[src/rtl/riscv_pipe_pkg.sv]
// Shared definitions for the pipelined RISC-V core: default widths, writeback
// source encodings and the EX/MEM payload record.
package riscv_pipe_pkg;

  localparam int DEFAULT_XLEN       = 32;
  localparam int DEFAULT_REG_ADDR_W = 5;
  localparam int DEFAULT_RSRC_W     = 2;

  typedef enum logic [1:0] {
    RES_ALU = 2'b00,
    RES_MEM = 2'b01,
    RES_PC4 = 2'b10
  } result_src_t;

  typedef struct packed {
    logic [DEFAULT_XLEN-1:0]       alu_result;
    logic [DEFAULT_XLEN-1:0]       w_data;
    logic [DEFAULT_REG_ADDR_W-1:0] rd;
    logic [DEFAULT_XLEN-1:0]       pcplus4;
    logic                          reg_write;
    logic                          mem_write;
    logic [DEFAULT_RSRC_W-1:0]     result_src;
  } em_payload_t;

endpackage

[src/rtl/em_pipe_slot.sv]
// One pipeline slot: a valid flag plus a payload register.
// Clear beats load for the flag; the payload only moves on an effective load.
module em_pipe_slot
  import riscv_pipe_pkg::*;
#(
  parameter type payload_t = em_payload_t
) (
  input  logic     clk,
  input  logic     rst_n,
  input  logic     load,
  input  logic     clear,
  input  payload_t d,
  output logic     valid,
  output payload_t q
);

  // NOTE: the payload is reset too, so the M outputs read 0 straight out of
  // reset rather than X; state is written with <= so every flop sees the
  // pre-edge value of its neighbours.
  always_ff @(posedge clk or negedge rst_n) begin
    if (!rst_n) begin
      valid <= 1'b0;
      q     <= '0;
    end else begin
      if (clear) begin
        valid <= 1'b0;
      end else if (load) begin
        valid <= 1'b1;
        q     <= d;
      end
    end
  end

endmodule

[src/rtl/em_pipe_stage.sv]
// EX/MEM pipeline register with valid/ready handshake, flush and control gating.
// Define EM_PIPE_SKID_EN to add a one-entry skid slot (registered in_ready).
module em_pipe_stage
  import riscv_pipe_pkg::*;
#(
  parameter int XLEN       = DEFAULT_XLEN,
  parameter int REG_ADDR_W = DEFAULT_REG_ADDR_W,
  parameter int RSRC_W     = DEFAULT_RSRC_W
) (
  input  logic                  clk,
  input  logic                  rst_n,
  input  logic                  flush,
  input  logic                  in_valid,
  output logic                  in_ready,
  input  logic [XLEN-1:0]       alu_resultE,
  input  logic [XLEN-1:0]       w_dataE,
  input  logic [REG_ADDR_W-1:0] rdE,
  input  logic [XLEN-1:0]       pcplus4E,
  input  logic                  reg_writeE,
  input  logic                  mem_writeE,
  input  logic [RSRC_W-1:0]     result_srcE,
  output logic                  out_valid,
  input  logic                  out_ready,
  output logic [XLEN-1:0]       alu_resultM,
  output logic [XLEN-1:0]       w_dataM,
  output logic [REG_ADDR_W-1:0] rdM,
  output logic [XLEN-1:0]       pcplus4M,
  output logic                  reg_writeM,
  output logic                  mem_writeM,
  output logic [RSRC_W-1:0]     result_srcM
);

  // Same layout as em_payload_t, but sized by this instance's parameters.
  typedef struct packed {
    logic [XLEN-1:0]       alu_result;
    logic [XLEN-1:0]       w_data;
    logic [REG_ADDR_W-1:0] rd;
    logic [XLEN-1:0]       pcplus4;
    logic                  reg_write;
    logic                  mem_write;
    logic [RSRC_W-1:0]     result_src;
  } payload_t;

  payload_t inBeat, mainD, mainQ;
  logic     mainValid, mainLoad, mainClear, mainFree, accept;

  assign inBeat = '{alu_result: alu_resultE, w_data: w_dataE, rd: rdE,
                    pcplus4: pcplus4E, reg_write: reg_writeE,
                    mem_write: mem_writeE, result_src: result_srcE};

  assign accept   = in_valid && in_ready;
  assign mainFree = !mainValid || out_ready;

`ifdef EM_PIPE_SKID_EN
  payload_t skidQ;
  logic     skidValid, skidLoad, skidClear;

  // in_ready depends only on the registered skid flag, never on out_ready.
  assign in_ready  = !skidValid;
  assign mainLoad  = !flush && mainFree && (skidValid || accept);
  assign mainD     = skidValid ? skidQ : inBeat;
  assign mainClear = flush || (mainValid && out_ready && !skidValid && !accept);
  // Accept is only possible with an empty skid, so a blocked main parks the beat.
  assign skidLoad  = !flush && accept && !mainFree;
  assign skidClear = flush || (skidValid && mainFree);

  em_pipe_slot #(.payload_t(payload_t)) u_skid (
    .clk   (clk),
    .rst_n (rst_n),
    .load  (skidLoad),
    .clear (skidClear),
    .d     (inBeat),
    .valid (skidValid),
    .q     (skidQ)
  );
`else
  assign in_ready  = mainFree;
  assign mainLoad  = !flush && accept;
  assign mainD     = inBeat;
  assign mainClear = flush || (mainValid && out_ready && !accept);
`endif

  em_pipe_slot #(.payload_t(payload_t)) u_main (
    .clk   (clk),
    .rst_n (rst_n),
    .load  (mainLoad),
    .clear (mainClear),
    .d     (mainD),
    .valid (mainValid),
    .q     (mainQ)
  );

  assign out_valid   = mainValid;
  assign alu_resultM = mainQ.alu_result;
  assign w_dataM     = mainQ.w_data;
  assign rdM         = mainQ.rd;
  assign pcplus4M    = mainQ.pcplus4;
  assign result_srcM = mainQ.result_src;
  // A bubble or flushed beat must never write the register file or memory.
  assign reg_writeM  = mainQ.reg_write && mainValid;
  assign mem_writeM  = mainQ.mem_write && mainValid;

endmodule

[config.mk]
export PLATFORM = sky130hd
export DESIGN_NAME = em_pipe_stage
export DESIGN_NICKNAME = d
export VERILOG_FILES = /design/src/rtl/riscv_pipe_pkg.sv /design/src/rtl/em_pipe_slot.sv /design/src/rtl/em_pipe_stage.sv
export SDC_FILE = /design/constraint.sdc
export NUM_CORES = 1
export LEC_CHECK = 0
export BUFFER_PORTS_ARGS = -buffer_cell sky130_fd_sc_hd__buf_2
export CAP_MARGIN = 10
export CORE_MARGIN = 5
export CORE_UTILIZATION = 40
export DETAILED_ROUTE_END_ITERATION = 8
export GPL_ROUTABILITY_DRIVEN = 0
export PLACE_DENSITY = 0.8
export SLEW_MARGIN = 20
export SYNTH_ARGS = -nofsm -noshare
export SYNTH_HDL_FRONTEND = slang
export SYNTH_SLANG_ARGS = --single-unit
[constraint.sdc]
create_clock -name clk -period 1.5 [get_ports clk]
set_input_delay 0.3 -clock clk [delete_from_list [all_inputs] [get_ports clk]]
set_output_delay 0.3 -clock clk [all_outputs]
set_load 0.01 [all_outputs]
==> metrics.cfg, run 1 <==
[synthesis]
synth-seq-cells = 106
avgSynthCellArea_um2 = 14.3
yosys-top-cells-count = dfrtp_1, buf_4, mux2_2
synth_area_leader_cell = dfrtp_1
synth_top_area_share_pct = 55.9
synth_edf_count = 0
synth_cells = 332
yosysSeqAreaShare_pct = 55.9
yosysMostFrequentCell = dfrtp_1
syn-num-nets = 442
syn_area_um2 = 4750
synth_ff_type = dfrtp_1
yosysWarnings = 0
async_reset_ff_share_pct = 100
synth.area.top_cells = dfrtp_1, buf_4, mux2_2, mux2_1, buf_6
ys_types = 11

[die]
io_pins = 217
dieArea_um2 = 14200
core-area_um2 = 11500
rows = 39
die_y_um = 119
start_util_pct = 41.2
die_w_um = 119

[status]
status = complete, but fails checks
violations = negative setup slack

[min_path]
min_path_type = primary input to asynchronous set/reset pin

[layout]
fillers = 964
post-route-util_pct = 52.7
diodes = 0
fin_area_um2 = 6060
final_nets = 573
layout-drive-gt1-share_pct = 73.9
finalNonFillerCells = 611
area_delta_synth_final_pct = 27.7

[timing]
grt_setup_unrepaired = true
setup_slack_ns = -0.0523
slew_headroom_pct = 62.5
hold_slack_ns = 0.0216
finalCritPeriodShare_pct = 103
fin_crit_ns = 1.55
hold_viol = 0
tns_ns = -2.19
slew_violations = 0
tightest_slew_ns = 0.563
fmax_mhz = 644
setup_viol = 88
clock_skew_ns = 0.00496

[setup_path]
critPathKind = flop to flop
crit_arrival_ns = 1.78
endpoint_kind = flop
crit_fanout = 14
startpoint_type = flop
worst_ep_required_time_ns = 1.73

[routing]
drc = 0
wire_per_inst_um = 17.4
wl_um = 10600
drt_iter0_drc = 160
via_per_inst = 4.64
vias = 2834
drtPass1Iterations = 4
ant_nets = 0

[cts]
numCtsBuffers = 9
cts-root-buf = clkbuf_16
postCtsHoldBufs = 0
post_cts_buffers = 0
clkSlewWorstSetupHoldPaths_ns = 0.07
cts_tree = yes
htreeDepth = 3
cts_sinks = 106
clock_latency_ns = 0.34
clockBufferDepth = 2

[placed_design]
dp_slack_ns = -0.0632
placed_cell_area_um2 = 5300
dp.cells = 592
port_buffers = 216
place_hpwl_um = 7300

[grt]
grt_pass1_wl_um = 16500
grt_overflow = 0
grt_pass1_vias = 3158
antenna_found_initial = 0
grt_usage_pct = 14.5
grt_max_degree = 107

[flow_run]
maxCapViolCount = 0

[pwr]
total_power_mw = 8.08
power_density_nw_per_um2 = 1330
ir_worst_vdd_v = 0.000795
cellLeakagePower_nw = 3.12

cell usage in the layout (no fill, tap or decap):
master	netlist	layout
buf_2	5	215
clkbuf_8	0	3
clkbuf_16	0	10
mux2_1	50	11
and2_1	2	2
dfrtp_1	106	106
clkinv_2	0	1
inv_1	1	1
nor2_1	2	2
buf_16	0	2
buf_4	104	5
buf_12	0	3
clkinvlp_4	0	1
nor3b_4	1	1
mux2_2	55	13
bufinv_16	0	2
buf_8	0	2
buf_6	5	6
mux2_4	0	81
nor2b_4	0	1
final cells by class:
| cell class | instances | area (um2) | share of cell area (%) |
|---|---|---|---|
| Clock inverter | 4 | 72.6 | 1.20 |
| Multi-Input combinational cell | 111 | 1540 | 25.4 |
| Sequential cell | 106 | 2650 | 43.7 |
| Tap cell | 143 | 179 | 2.95 |
| Timing Repair Buffer | 234 | 1350 | 22.3 |
| Clock buffer | 12 | 267 | 4.39 |
| Inverter | 1 | 3.75 | 0.0619 |
cell families after synthesis:
kind of cell | count (synthesis) | synth area share (%)
buf+inv | 115 | 18.2
mux | 105 | 24.9
flops | 106 | 55.9
simple gates | 6 | 1.00
final timing paths:
check	start	endpoint	slack [ns]	cells after the start
setup / recovery	u_main.valid	u_main.q[100]	-0.05	5
hold / removal	rst_n	u_main.q[33]	0.02	2
setup reg to reg	u_main.valid	u_main.q[100]	-0.05	5
hold reg to reg	u_main.q[25]	u_main.q[25]	0.48	1
max in group asynchronous	rst_n	u_main.q[41]	1.05	2
min in group clk	flush	u_main.valid	0.17	2
layer usage:
metal,routed length [um],vias to the layer above,track usage [%]
met2,5230,135,24.8
met4,164,0,5.21
met3,796,13,4.74
met5,0,-,0
met1,4440,1418,17.1
li1,-,1268,-
state kept, by name (all words and copies together), names as in the netlist:
| register | count |
|---|---|
| u_main.q | 105 |
| u_main.valid | 1 |
power by group:
| group | total [mW] | switching, mW | internal, mW |
|---|---|---|---|
| sequential | 3.61 | 0.261 | 3.35 |
| clock | 2.59 | 0.991 | 1.60 |
| combinational | 1.89 | 0.797 | 1.09 |
worst max-delay path, cell delays in order (launching register included):
cell and delay [ns]:
dfrtp_1 0.38, nor2b_4 0.14, nor3b_4 0.21, buf_6 0.20
buf_16 0.17, mux2_2 0.33
repair_timing:
action / 4_1_cts / 5_1_grt
resized for setup: 58 / 35
pin swaps: 1 / 0
setup endpoints to repair: 94 / 106
gates cloned: 2 / 1
No activity file was read; power rests on OpenSTA's default activity.
==> inputs of run 2 (changes only) <==
--- a/config.mk
+++ b/config.mk
@@ -8,10 +8,10 @@
 export BUFFER_PORTS_ARGS = -buffer_cell sky130_fd_sc_hd__buf_2
 export CAP_MARGIN = 10
 export CORE_MARGIN = 5
-export CORE_UTILIZATION = 40
+export CORE_UTILIZATION = 42
 export DETAILED_ROUTE_END_ITERATION = 8
 export GPL_ROUTABILITY_DRIVEN = 0
-export PLACE_DENSITY = 0.8
+export PLACE_DENSITY = 0.83
 export SLEW_MARGIN = 20
 export SYNTH_ARGS = -nofsm -noshare
 export SYNTH_HDL_FRONTEND = slang
==> run 2 against run 1 <==
The run still ends with negative setup slack left. Register-to-register slack got worse by 0.10 ns. Sequential cell count is the same. Sequential power barely moved. Sequential share of layout area shrank 0.57 points. Critical endpoint is now u_main.q[60]. Highest routed layer unchanged.
==> metrics.cfg, run 2 (synthesis gave the netlist of run 1 again) <==
[status]
status = complete, but fails checks  ; unchanged
violations = negative setup slack  ; unchanged

[timing]
fin_crit_ns = 1.66  ; was 1.55 ns
tightest_slew_ns = 0.348  ; was 0.563 ns
slew_violations = 0  ; unchanged
slew_headroom_pct = 76.8  ; was 62.5%
fmax_mhz = 604  ; was 644 MHz
setup_viol = 106  ; was 88
grt_setup_unrepaired = true  ; unchanged
finalCritPeriodShare_pct = 110  ; was 103%
clock_skew_ns = 0.00545  ; was 0.00496 ns
setup_slack_ns = -0.156  ; was -0.0523 ns
hold_viol = 0  ; unchanged

[setup_path]
startpoint_type = flop  ; unchanged
crit_arrival_ns = 1.87  ; was 1.78 ns
endpoint_kind = flop  ; unchanged
crit_fanout = 11  ; was 14
worst_ep_required_time_ns = 1.72  ; was 1.73 ns
r2r_slack_ns = -0.16  ; was -0.05 ns
critPathKind = flop to flop  ; unchanged

[layout]
layout-drive-gt1-share_pct = 73.1  ; was 73.9%
largest_reg_flops = 105  ; unchanged
final_cell_mix = buf_2, dfrtp_1, mux2_4, mux2_2, mux2_1  ; unchanged
largestRegisters = u_main.q: 105 flops, u_main.valid: 1 flops  ; unchanged
layout_commonest_cell = buf_2  ; unchanged
area_delta_synth_final_pct = 29.4  ; was 27.7%
final_nets = 585  ; was 573
fin_area_um2 = 6140  ; was 6060 um2
largest_register = u_main.q  ; unchanged
finalNonFillerCells = 619  ; was 611
diodes = 0  ; unchanged

[die]
die_y_um = 116  ; was 119 um
rows = 38  ; was 39
io_pins = 217  ; unchanged
die_w_um = 116  ; was 119 um
dieArea_um2 = 13500  ; was 14200 um2
core-area_um2 = 11000  ; was 11500 um2
start_util_pct = 43.2  ; was 41.2%

[min_path]
min_path_type = primary input to flop  ; was primary input to asynchronous set/reset pin

[pwr]
cellLeakagePower_nw = 3.13  ; was 3.12 nW
power_density_nw_per_um2 = 1260  ; was 1330 nW/um2
total_power_mw = 7.76  ; was 8.08 mW
ir_worst_vdd_v = 0.000645  ; was 0.000795 V

[cts]
cts_sinks = 106  ; unchanged
clockBufferDepth = 2  ; unchanged
clkSlewWorstSetupHoldPaths_ns = 0.07  ; about the same
cts_tree = yes  ; unchanged
clock_latency_ns = 0.34  ; about the same
numCtsBuffers = 9  ; unchanged
htreeDepth = 3  ; unchanged
cts-root-buf = clkbuf_16  ; unchanged

[placed_design]
place_hpwl_um = 7700  ; was 7300 um
port_buffers = 216  ; unchanged
placed_cell_area_um2 = 5360  ; was 5300 um2
dp.cells = 594  ; was 592

[routing]
via_per_inst = 4.65  ; was 4.64
drtPass1Iterations = 4  ; unchanged
wl_um = 11000  ; was 10600 um
ant_nets = 0  ; unchanged
vias = 2878  ; was 2834
drt_iter0_drc = 67  ; was 160
wire_per_inst_um = 17.8  ; was 17.4 um
drc = 0  ; unchanged

[grt]
grt_max_degree = 39  ; was 107
antenna_found_initial = 0  ; unchanged
grt_pass1_wl_um = 15700  ; was 16500 um
grt_pass1_vias = 3148  ; was 3158
grt_overflow = 0  ; unchanged
grt_usage_pct = 15.0  ; was 14.5%

[flow_run]
maxCapViolCount = 0  ; unchanged

## run 2: worst max-delay path: stages (launching register included)
cell and delay, ns:
dfrtp_1 0.38, nor2b_4 0.14, nor3b_4 0.21, buf_6 0.16
buf_12 0.16, buf_16 0.14, mux2_2 0.34
## run 2: final timing paths
check / cells past startpoint / end / start
max reg2reg: 6 / u_main.q[60] / u_main.valid
min: 2 / u_main.valid / flush
min reg2reg: 1 / u_main.q[39] / u_main.q[39]
min in group asynchronous: 2 / u_main.q[82] / rst_n
max in group asynchronous: 3 / u_main.q[53] / rst_n
max: 6 / u_main.q[60] / u_main.valid
## run 2: where the power goes
part           switching [mW]  internal (mW)
sequential              0.264           3.35
combinational           0.809           1.09
clock                   0.966           1.29
total                    2.04           5.72
## run 2: cell type report
type / instances / area, um2
clock buffer: 13 / 280
clock inverter: 2 / 10.0
fill: 872 / 4840
inverter: 1 / 3.75
multi-input combinational: 111 / 1470
sequential: 106 / 2650
tap: 140 / 175
timing repair buffer: 246 / 1550
## run 2: stage by stage
stage | utilization, % | worst slack, ns | hold slack [ns] | setup TNS [ns]
5_1_grt | 55.9 | -0.214 | 0.143 | -18.33
4_1_cts | 53.1 | -0.125 | 0.138 | -10.10
3_5_place_dp | 48.8 | -0.128 | 0.231 | -9.83
2_1_floorplan | - | -0.0623 | 0.00441 | -4.13
3_3_place_gp | 48.8 | -0.0813 | 0.224 | -5.62
6_report | 55.9 | -0.156 | 0.162 | -12.50
## run 2: repair_timing
item / 4_1_cts / 5_1_grt
hold buffers: 1 / 0
cloned: 1 / 6
buffers inserted: 2 / 1
pin swaps: 1 / 1
hold endpoints to repair: 21 / 0
endpoints found under the setup margin: 101 / 107
resized for setup: 35 / 53
## run 2: per-layer routing
layer  vias up  wire [um]  part of all wire (%)  GRT usage, %
met1      1420       4220                    38          17.3
li1       1299          -                     -             -
met3        18        982                   8.9          4.77
met5         -          0                     0             0
met2       141       5570                    51          25.7
met4         0        230                   2.1          6.81
==> inputs of run 3 (changes only) <==
==> constraint.sdc (replaced) <==
create_clock -name clk -period 1.41 [get_ports clk]
set_input_delay 0.282 -clock clk [delete_from_list [all_inputs] [get_ports clk]]
set_output_delay 0.282 -clock clk [all_outputs]
set_load 0.01 [all_outputs]
==> run 3 against run 2 <==
The run still ends with negative setup slack left. Cell area about the same. Global-route usage down 0.41 points. Final cell count grew 0.16%. Via count decreased by 0.94%. Clock skew is 0.0057 ns higher. Sequential cell count unchanged. Utilization about the same. Power is 7.7% higher. Critical path depth is 1 lower. Clock power up 12%. Worst setup slack worse by 0.057 ns. Largest cell class unchanged. Largest power group unchanged. Highest routed layer unchanged.
==> metrics.cfg, run 3 (synthesis gave the netlist of run 1 again) <==
[pwr]
ir_worst_vdd_v = 0.000753  ; was 0.000645 V
power_density_nw_per_um2 = 1360  ; was 1260 nW/um2
total_power_mw = 8.36  ; was 7.76 mW
cellLeakagePower_nw = 3.14  ; was 3.13 nW

[die]
start_util_pct = 43.2  ; unchanged
die_y_um = 116  ; unchanged
core-area_um2 = 11000  ; unchanged
die_w_um = 116  ; unchanged
rows = 38  ; unchanged
io_pins = 217  ; unchanged
dieArea_um2 = 13500  ; unchanged

[routing]
wl_um = 10400  ; was 11000 um
drc = 0  ; unchanged
via_per_inst = 4.60  ; was 4.65
ant_nets = 0  ; unchanged
drtPass1Iterations = 4  ; unchanged
wire_per_inst_um = 16.8  ; was 17.8 um
vias = 2851  ; was 2878
drt_iter0_drc = 118  ; was 67

[setup_path]
startpoint_type = flop  ; unchanged
crit_path_top_delay_cell = dfrtp_1  ; unchanged
crit_family = simple AND/OR/NAND/NOR gates  ; was buffers and inverters
crit_chain = nor2b_4 > nor3b_4 > buf_12 > clkbuf_16 > mux2_1  ; was nor2b_4 > nor3b_4 > buf_6 > buf_12 > buf_16 > mux2_2
endpoint_kind = flop  ; unchanged
cp.buffers_inverters = 2  ; was 3
crit_arrival_ns = 1.84  ; was 1.87 ns
cpPeakStageDelay_ns = 0.38  ; about the same
critPathKind = flop to flop  ; unchanged
worst_ep_required_time_ns = 1.63  ; was 1.72 ns
crit_fanout = 12  ; was 11

[cts]
numCtsBuffers = 9  ; unchanged
htreeDepth = 3  ; unchanged
clock_latency_ns = 0.34  ; about the same
cts_sinks = 106  ; unchanged
clockBufferDepth = 2  ; unchanged
cts-root-buf = clkbuf_16  ; unchanged
clkSlewWorstSetupHoldPaths_ns = 0.07  ; about the same
cts_tree = yes  ; unchanged

[grt]
grt_max_degree = 40  ; was 39
grt_pass1_wl_um = 15300  ; was 15700 um
antenna_found_initial = 0  ; unchanged
grt_usage_pct = 14.6  ; was 15.0%
grt_overflow = 0  ; unchanged
top_usage_layer = met2  ; unchanged
grt_util_met1_pct = 17.4  ; was 17.3%
use_met3_pct = 4.30  ; was 4.77%
met2_usage_pct = 24.4  ; was 25.7%
grt_pass1_vias = 3038  ; was 3148

[status]
status = complete, but fails checks  ; unchanged
violations = negative setup slack  ; unchanged

[layout]
largestRegisters = u_main.q: 105 flops, u_main.valid: 1 flops  ; unchanged
layout-drive-gt1-share_pct = 73.5  ; was 73.1%
final_cell_mix = buf_2, dfrtp_1, mux2_4, mux2_2, mux2_1  ; unchanged
final_nets = 586  ; was 585
layout_commonest_cell = buf_2  ; unchanged
largest_reg_flops = 105  ; unchanged
finalNonFillerCells = 620  ; was 619
largest_register = u_main.q  ; unchanged
diodes = 0  ; unchanged
area_delta_synth_final_pct = 29.4  ; about the same
fin_area_um2 = 6150  ; was 6140 um2

[min_path]
min_path_type = primary input to flop  ; unchanged

[timing]
hold_slack_ns = 0.139  ; was 0.162 ns
slew_headroom_pct = 77.9  ; was 76.8%
grt_setup_unrepaired = true  ; unchanged
setup_viol = 109  ; was 106
fmax_mhz = 616  ; was 604 MHz
clock_skew_ns = 0.0112  ; was 0.00545 ns
slew_violations = 0  ; unchanged
tns_ns = -19.50  ; was -12.50 ns
fin_crit_ns = 1.62  ; was 1.66 ns
hold_viol = 0  ; unchanged
setup_slack_ns = -0.213  ; was -0.156 ns
tightest_slew_ns = 0.331  ; was 0.348 ns
finalCritPeriodShare_pct = 115  ; was 110%

[placed_design]
dp.cells = 593  ; was 594
port_buffers = 216  ; unchanged
place_hpwl_um = 7450  ; was 7700 um
placed_cell_area_um2 = 5360  ; about the same

[flow_run]
maxCapViolCount = 0  ; unchanged

[run 3: metal layers]
layer	up-vias	part of all wire, %	wire length, um
met5	-	0	0
met4	0	1.7	172
met3	15	9.7	1000
met2	141	50	5180
met1	1390	39	4040
li1	1305	-	-
[run 3: worst reg2reg max path, delay by kind of cell, from the launching register on]
family	cells	cell delay (ns)
buf+inv	2	0.40
flops	1	0.38
mux	1	0.33
simple gates	2	0.39
[run 3: repair_timing]
item                                   in CTS  in global routing
buffers inserted                            3                  6
cloned                                      1                  2
setup endpoints to repair                 107                109
resized for setup                          31                 58
endpoints found under the hold margin      20                  0
pin swaps                                   1                  0
hold buffers                                1                  0
[run 3: power by group]
group	internal (mW)	switching (mW)	leakage, nW	total [mW]
clock	1.51	1.02	0.152	2.52
sequential	3.56	0.271	1.25	3.83
combinational	1.16	0.846	1.74	2.01
total	6.23	2.13	3.14	8.36
[run 3: path summary, 6_finish.rpt]
path,start,end,slack [ns],cells past startpoint
worst min-delay path,flush,u_main.valid,0.14,2
worst min register to register,u_main.q[82],u_main.q[82],0.48,1
worst max-delay path,u_main.valid,u_main.q[76],-0.21,5
min in group asynchronous,rst_n,u_main.q[87],0.38,2
worst max register to register,u_main.valid,u_main.q[76],-0.21,5
max in group asynchronous,rst_n,u_main.q[56],0.51,3
[run 3: layout make-up]
type	count	area, um2
Fill cell	867	4840
Sequential cell	106	2650
Timing Repair Buffer	247	1530
Multi-Input combinational cell	111	1480
Clock buffer	13	270
Tap cell	140	175
Clock inverter	2	35.0
Inverter	1	3.75
[run 3: stage by stage]
| step | utilization, % | setup WS [ns] |
|---|---|---|
| detailed placement | 48.8 | -0.212 |
| CTS | 53.1 | -0.199 |
| global route | 56.0 | -0.270 |
| finish | 56.0 | -0.213 |
| global placement | 48.8 | -0.168 |
| floorplan | - | -0.152 |
